===== src/rtl/dbus_arbiter_if.sv =====
// CPU-side data port bundle (req/gnt/rvalid protocol).
// req/gnt: a request is accepted in the cycle where req and gnt are both high;
// rvalid is a single-cycle response pulse with no back-pressure.
interface dbus_arbiter_if;
  logic        req;
  logic        we;
  logic [3:0]  be;
  logic [31:0] addr;
  logic [31:0] wdata;
  logic        gnt;
  logic        rvalid;
  logic [31:0] rdata;
  logic        err;

  modport master (
    output req, we, be, addr, wdata,
    input  gnt, rvalid, rdata, err
  );

  modport slave (
    input  req, we, be, addr, wdata,
    output gnt, rvalid, rdata, err
  );
endinterface


===== src/rtl/dbus_arbiter.sv =====
// Two-master arbiter sharing one data port; one outstanding transaction,
// responses routed to the issuing master, hung accesses end in a timeout error.
module dbus_arbiter #(
    parameter int          ARB_MODE  = 0,
    parameter int          TIMEOUT   = 256,
    parameter logic [31:0] ERR_RDATA = 32'hDEAD_BEEF
) (
    input  logic                 Clk,
    input  logic                 Rst,
    dbus_arbiter_if.slave        m0,
    dbus_arbiter_if.slave        m1,
    dbus_arbiter_if.master       s,
    output logic                 busy,
    output logic                 owner,
    output logic                 timeout_evt
);

    localparam int CW = (TIMEOUT > 0) ? $clog2(TIMEOUT + 1) : 1;
    localparam logic [CW-1:0] TMO_LAST = (TIMEOUT > 0) ? CW'(TIMEOUT - 1) : '0;

    typedef enum logic {
        IDLE     = 1'b0,
        WAIT_RSP = 1'b1
    } state_t;

    state_t        state_q, state_d;
    logic          owner_q, owner_d;
    logic          last_q, last_d;
    logic [CW-1:0] cnt_q, cnt_d;

    logic          win;
    logic          sel;
    logic          s_req_c;
    logic          gnt0, gnt1;
    logic          rsp;
    logic          rsp_err;
    logic [31:0]   rsp_data;
    logic          tmo_c;
    logic          tmo_hit;
    logic          live;

    // Outputs are forced to zero while Rst is held, independent of the clock.
    assign live    = ~Rst;
    assign tmo_hit = (TIMEOUT > 0) && (cnt_q == TMO_LAST);

    always_comb begin
        win = 1'b0;
        if (m1.req && !m0.req) begin
            win = 1'b1;
        end else if (m0.req && m1.req) begin
            win = (ARB_MODE == 1) ? 1'b0 : ~last_q;
        end
    end

    always_ff @(posedge Clk or posedge Rst) begin
        if (Rst) begin
            state_q <= IDLE;
            owner_q <= 1'b0;
            last_q  <= 1'b1;
            cnt_q   <= '0;
        end else begin
            state_q <= state_d;
            owner_q <= owner_d;
            last_q  <= last_d;
            cnt_q   <= cnt_d;
        end
    end

    always_comb begin
        state_d  = state_q;
        owner_d  = owner_q;
        last_d   = last_q;
        cnt_d    = cnt_q;
        sel      = win;
        s_req_c  = 1'b0;
        gnt0     = 1'b0;
        gnt1     = 1'b0;
        rsp      = 1'b0;
        rsp_err  = 1'b0;
        rsp_data = '0;
        tmo_c    = 1'b0;
        case (state_q)
            IDLE: begin
                sel     = win;
                s_req_c = win ? m1.req : m0.req;
                if (s_req_c && s.gnt) begin
                    gnt0    = ~win;
                    gnt1    = win;
                    owner_d = win;
                    last_d  = win;
                    cnt_d   = '0;
                    state_d = WAIT_RSP;
                end
            end
            WAIT_RSP: begin
                sel   = owner_q;
                cnt_d = cnt_q + 1'b1;
                // A real response in the timeout cycle takes precedence.
                if (s.rvalid) begin
                    rsp      = 1'b1;
                    rsp_err  = s.err;
                    rsp_data = s.rdata;
                    state_d  = IDLE;
                end else if (tmo_hit) begin
                    rsp      = 1'b1;
                    rsp_err  = 1'b1;
                    rsp_data = ERR_RDATA;
                    tmo_c    = 1'b1;
                    state_d  = IDLE;
                end
            end
            default: begin
                state_d = IDLE;
            end
        endcase
    end

    assign s.req   = live & s_req_c;
    assign s.we    = live & (sel ? m1.we : m0.we);
    assign s.be    = live ? (sel ? m1.be : m0.be) : '0;
    assign s.addr  = live ? (sel ? m1.addr : m0.addr) : '0;
    assign s.wdata = live ? (sel ? m1.wdata : m0.wdata) : '0;

    assign m0.gnt    = live & gnt0;
    assign m1.gnt    = live & gnt1;
    assign m0.rvalid = live & rsp & ~owner_q;
    assign m1.rvalid = live & rsp & owner_q;
    assign m0.err    = live & rsp & ~owner_q & rsp_err;
    assign m1.err    = live & rsp & owner_q & rsp_err;
    assign m0.rdata  = (live && rsp && !owner_q) ? rsp_data : '0;
    assign m1.rdata  = (live && rsp && owner_q) ? rsp_data : '0;

    assign busy        = live & (state_q == WAIT_RSP);
    assign owner       = live & owner_q;
    assign timeout_evt = live & tmo_c;

endmodule


===== src/flat_wrapper.sv =====
// flat-port wrapper written by rule: the top's interface ports become plain ports
module dbus_arbiter_flat 
#(
    parameter int          ARB_MODE  = 0,
    parameter int          TIMEOUT   = 256,
    parameter logic [31:0] ERR_RDATA = 32'hDEAD_BEEF
)
  (Clk, Rst, busy, owner, timeout_evt, m0_req, m0_we, m0_be, m0_addr, m0_wdata, m0_gnt, m0_rvalid, m0_rdata, m0_err, m1_req, m1_we, m1_be, m1_addr, m1_wdata, m1_gnt, m1_rvalid, m1_rdata, m1_err, s_req, s_we, s_be, s_addr, s_wdata, s_gnt, s_rvalid, s_rdata, s_err);
  dbus_arbiter_if m0_i ();
  dbus_arbiter_if m1_i ();
  dbus_arbiter_if s_i ();
  input  logic Clk;
  input  logic Rst;
  output logic busy;
  output logic owner;
  output logic timeout_evt;
  input wire logic [$bits(m0_i.req)-1:0] m0_req;
  input wire logic [$bits(m0_i.we)-1:0] m0_we;
  input wire logic [$bits(m0_i.be)-1:0] m0_be;
  input wire logic [$bits(m0_i.addr)-1:0] m0_addr;
  input wire logic [$bits(m0_i.wdata)-1:0] m0_wdata;
  output wire logic [$bits(m0_i.gnt)-1:0] m0_gnt;
  output wire logic [$bits(m0_i.rvalid)-1:0] m0_rvalid;
  output wire logic [$bits(m0_i.rdata)-1:0] m0_rdata;
  output wire logic [$bits(m0_i.err)-1:0] m0_err;
  input wire logic [$bits(m1_i.req)-1:0] m1_req;
  input wire logic [$bits(m1_i.we)-1:0] m1_we;
  input wire logic [$bits(m1_i.be)-1:0] m1_be;
  input wire logic [$bits(m1_i.addr)-1:0] m1_addr;
  input wire logic [$bits(m1_i.wdata)-1:0] m1_wdata;
  output wire logic [$bits(m1_i.gnt)-1:0] m1_gnt;
  output wire logic [$bits(m1_i.rvalid)-1:0] m1_rvalid;
  output wire logic [$bits(m1_i.rdata)-1:0] m1_rdata;
  output wire logic [$bits(m1_i.err)-1:0] m1_err;
  output wire logic [$bits(s_i.req)-1:0] s_req;
  output wire logic [$bits(s_i.we)-1:0] s_we;
  output wire logic [$bits(s_i.be)-1:0] s_be;
  output wire logic [$bits(s_i.addr)-1:0] s_addr;
  output wire logic [$bits(s_i.wdata)-1:0] s_wdata;
  input wire logic [$bits(s_i.gnt)-1:0] s_gnt;
  input wire logic [$bits(s_i.rvalid)-1:0] s_rvalid;
  input wire logic [$bits(s_i.rdata)-1:0] s_rdata;
  input wire logic [$bits(s_i.err)-1:0] s_err;
  assign m0_i.req = m0_req;
  assign m0_i.we = m0_we;
  assign m0_i.be = m0_be;
  assign m0_i.addr = m0_addr;
  assign m0_i.wdata = m0_wdata;
  assign m0_gnt = m0_i.gnt;
  assign m0_rvalid = m0_i.rvalid;
  assign m0_rdata = m0_i.rdata;
  assign m0_err = m0_i.err;
  assign m1_i.req = m1_req;
  assign m1_i.we = m1_we;
  assign m1_i.be = m1_be;
  assign m1_i.addr = m1_addr;
  assign m1_i.wdata = m1_wdata;
  assign m1_gnt = m1_i.gnt;
  assign m1_rvalid = m1_i.rvalid;
  assign m1_rdata = m1_i.rdata;
  assign m1_err = m1_i.err;
  assign s_req = s_i.req;
  assign s_we = s_i.we;
  assign s_be = s_i.be;
  assign s_addr = s_i.addr;
  assign s_wdata = s_i.wdata;
  assign s_i.gnt = s_gnt;
  assign s_i.rvalid = s_rvalid;
  assign s_i.rdata = s_rdata;
  assign s_i.err = s_err;
  dbus_arbiter #(.ARB_MODE(ARB_MODE), .TIMEOUT(TIMEOUT), .ERR_RDATA(ERR_RDATA)) u_core (.Clk(Clk), .Rst(Rst), .m0(m0_i), .m1(m1_i), .s(s_i), .busy(busy), .owner(owner), .timeout_evt(timeout_evt));
endmodule

===== config.mk =====
export PLATFORM = sky130hd
export DESIGN_NAME = dbus_arbiter_flat
export DESIGN_NICKNAME = d
export VERILOG_FILES = /design/src/rtl/dbus_arbiter_if.sv /design/src/rtl/dbus_arbiter.sv /design/src/flat_wrapper.sv
export SDC_FILE = /design/constraint.sdc
export NUM_CORES = 1
export LEC_CHECK = 0
export CAP_MARGIN = 15
export CORE_AREA = 2 2 124 126
export DETAILED_ROUTE_END_ITERATION = 8
export DIE_AREA = 0 0 126 128
export PLACE_DENSITY_LB_ADDON = 0.12
export SYNTH_ARGS = -nofsm -noshare
export SYNTH_HDL_FRONTEND = slang
export SYNTH_SLANG_ARGS = --single-unit

===== constraint.sdc =====
create_clock -name Clk -period 1.88 [get_ports Clk]
set_clock_uncertainty 0.05 [all_clocks]
set_input_delay 0.376 -clock Clk [delete_from_list [all_inputs] [get_ports Clk]]
set_output_delay 0.376 -clock Clk [all_outputs]
set_load 0.02 [all_outputs]

==> impl_metrics.py <==
metrics = {
    "layout": {
        "nets": 967,
        "final_cell_mix": "clkdlybuf4s50_1 (172), nand2_1 (148), buf_4 (122), buf_6 (72), nor2_4 (54)",
        "post_layout_nonfiller_instances": 975,
        "seq_area_um2": 303,
        "antenna-diode-count": 0,
        "area_growth_syn_to_layout_pct": 214,
        "layout-drive-gt1-share": 0.492,
        "most_common_cell_after_layout_fill_and_taps_aside": "clkdlybuf4s50_1",
        "fillers": 1369,
        "total_area_of_multi_input_combinational_cells_mm2": 0.00280,
    },
    "die": {
        "number_of_ports_placed_on_the_die_boundary": 320,
        "fp.coreArea_mm2": 0.0149,
        "die_width_um": 126,
        "count_of_standard_cell_rows": 45,
        "fp.dieH_um": 128,
        "design.die.area_mm2": 0.0161,
        "initial_utilization": 0.165,
    },
    "detailed_routing": {
        "routedWlPerCell_um": 15.5,
        "drt_wl_total_um": 15100,
        "drc": 0,
        "dr.first_iter.drc_count": 65,
        "final_antenna_net_count": 0,
        "detail_route.vias_per_cell": 4.29,
        "routed-via-count": 4186,
        "drt_pre_antenna_iters": 4,
    },
    "global_routing": {
        "gr-total-overflow": 0,
        "total_track_usage": 0.171,
        "antenna_found_initial": 0,
        "first_pass_grt_wire_length_um": 22100,
        "grt_start_max_net_pins": 52,
        "vias_in_the_first_global_route": 4200,
    },
    "power": {
        "switchingPower_uw": 1960,
        "p_sw_frac": 0.394,
        "intPower_uw": 3010,
        "worst_ir_drop_vdd_mv": 0.322,
        "p_total_uw": 4960,
        "power_per_cell_area_mw_per_mm2": 644,
        "clock_power_share": 0.079,
        "total_leakage_power_uw": 0.00341,
        "fraction_of_power_consumed_by_combinational_cells": 0.846,
        "power_frac_seq": 0.075,
    },
    "synthesis": {
        "synth_seq_area_share": 0.123,
        "synthFlopType": "dfrtp_1",
        "synth_async_sr_flop_share": 1.00,
        "netlist_instances": 400,
        "synthAdderAreaFrac": 0.0102,
        "synth_compound_area_frac": 0.0586,
        "synth.ff_latch_count": 12,
        "unique_masters_post_synth": 36,
        "dominant_combinational_cell_family_by_area_after_synthesis": "simple AND/OR/NAND/NOR gates",
        "postSynthNetCount": 579,
        "synth_simple_gate_area_frac": 0.439,
        "yosys.area_share.xor_xnor": 0.00357,
        "post_synth_main_area_contributors": "mux2i_1 (28%), nand2_1 (23%), dfrtp_1 (11%), nor2_1 (10%), nor2b_1 (7.1%)",
        "yosysTopAreaCell": "mux2i_1",
        "avgSynthCellArea_um2": 6.13,
        "edff_count_synth": 0,
        "netlist.area_leader.share": 0.281,
        "muxShareOfSynthArea": 0.292,
        "ys.warnings.count": 0,
        "synth_area_mm2": 0.00245,
    },
    "worst_setup_path": {
        "worstReg2RegEnd": "u_core.cnt_q[5]",
        "crit_path_end_kind": "output pin",
        "worst_ep_arrival_time_ps": 1970,
        "worstRegToRegCells": 4,
        "cp-endpoint": "m1_rvalid",
        "worstSetupPathDepth": 9,
        "r2r_start": "u_core.state_q",
        "setup.worst_path.start": "u_core.cnt_q[1]",
        "number_of_buffer_and_inverter_stages_on_the_critical_path": 3,
        "regToRegSetupSlack_ps": 480,
        "critical-path-top-cell-by-count": "ha_2",
        "worstPathRequired_ps": 1450,
        "setup.worst_path.start_class": "register",
        "slowest_stage": "dfrtp_1",
        "crit_chain": "ha_2 -> nand3_2 -> nor2_2 -> ha_2 -> or2_4 -> nand3_4 -> buf_6 -> inv_1 -> dlygate4sd2_1",
        "critical_path.top_delay_family": "buffers and inverters",
        "crit_type": "reg -> out",
        "critical-path-max-stage-delay_ps": 380,
        "worstPathMaxFanout": 7,
    },
    "placed_design": {
        "numPortBuffers": 319,
        "gp_routability_congestion": 0.840,
        "place_ws_ps": -1050,
        "place.detailed.hpwl_um": 11700,
        "place_inst": 926,
    },
    "clock_network": {
        "tritoncts": "yes",
        "clkSinkCount": 12,
        "htree_levels": 1,
        "path_clk_slew_ps": 40,
        "clock_tree_root_buffer_cell": "clkbuf_16",
        "cts_hold_buffers": 0,
        "clock_insertion_delay_worst_skew_ps": 240,
        "numCtsBuffers": 3,
        "cts-root-to-sink-buffers": 2,
    },
    "status": {
        "run_status": "finished with violations",
        "violations": "setup timing",
    },
    "hold_path": {
        "hp-class": "reg -> reg",
    },
    "sta": {
        "setup_failing_eps_final": 138,
        "timing.final.crit_share": 1.28,
        "finalHoldViolations": 0,
        "timing.max_slew.rel_slack": 0.672,
        "slew_viol_final": 0,
        "finalCriticalPeriod_ps": 2400,
        "setup_slack_ps": -519,
        "hold_ws_ps": 452,
        "fmaxAchievable_mhz": 417,
        "setup_repair_after_global_routing_missed_its_margin": "yes",
        "worstMarginPinSlew_ps": 491,
    },
    "run": {
        "maxCapViolCount": 0,
    },
}
==> registers in the layout (all words and copies together), names as in the netlist <==
signal	flops
u_core.state_q	1
u_core.cnt_q	9
u_core.last_q	1
u_core.owner_q	1
==> worst reg2reg max path, stage by stage, from the launching register on <==
cell and delay (ps):
dfrtp_2 410, buf_4 220, nand4_1 250, o221ai_1 260
o31ai_1 90
==> area by class of cell <==
cell class,count,share of cell area
Clock buffer,4,0.0102
Inverter,5,0.00308
Multi-Input combinational cell,350,0.362
Sequential cell,12,0.0392
Tap cell,188,0.0305
Timing Repair Buffer,416,0.555
==> how the worst min path moves through the flow <==
stage | end | slack [ps] | cells after the start | start
2_1_floorplan | u_core.cnt_q[6] | 400 | 1 | u_core.cnt_q[6]
3_3_place_gp | u_core.cnt_q[8] | 440 | 1 | u_core.cnt_q[8]
3_5_place_dp | u_core.cnt_q[8] | 440 | 1 | u_core.cnt_q[8]
4_1_cts | u_core.cnt_q[8] | 450 | 1 | u_core.cnt_q[8]
5_1_grt | u_core.cnt_q[8] | 490 | 1 | u_core.cnt_q[8]
6_report | u_core.cnt_q[8] | 450 | 1 | u_core.cnt_q[8]
==> per-stage QoR <==
step                      utilization  TNS, ps  area [um^2]
after CTS                       0.503   -68030         7470
after global placement          0.465  -119540         6910
after global routing            0.519   -71270         7710
final                           0.519   -59900         7710
after detailed placement        0.465  -121350         6910
after floorplan                     -    -3100         3240
==> power groups by stage <==
stage	clock (uW)	sequential (uW)	combinational, uW
finish	393	371	4200
global route	419	375	4430
CTS	408	370	4250
detailed placement	0	368	3400
global placement	0	364	3370
floorplan	0	373	1920
==> synth_stat cells, drive strengths merged, types with 2 or more instances <==
master and number:
o221ai 3, nand2 148, ha 2, dfrtp 11, nor2b 28, nand4 3, or2 2, inv 5
a21o 2, nor2 68, o21ai 3, a22o 3, mux2i 70, o31ai 3, nand3 2, o211ai 2
clkbuf 16, buf 17
==> per-layer routing <==
metal,vias to the layer above,part of all wire,global-route usage
met4,0,0.014,0.0362
met5,-,0,0
met3,15,0.080,0.0438
li1,2066,-,-
met2,212,0.56,0.351
met1,1893,0.34,0.171
==> cells by family (layout without fill, tap and decap cells) <==
kind of cell,after synthesis,after routing
flops,12,12
compound gates,19,19
mux,71,71
simple gates,257,257
xor+xnor,1,1
buf+inv,38,425
fa+ha+maj,2,2
==> timing repair <==
action	4_1_cts	5_1_grt
endpoints found under the setup margin	143	140
endpoints found under the hold margin	0	0
gates cloned	8	1
pin swaps	8	7
buffers inserted	26	18
resized for setup	697	133
Power figures use the tool's default switching activity.
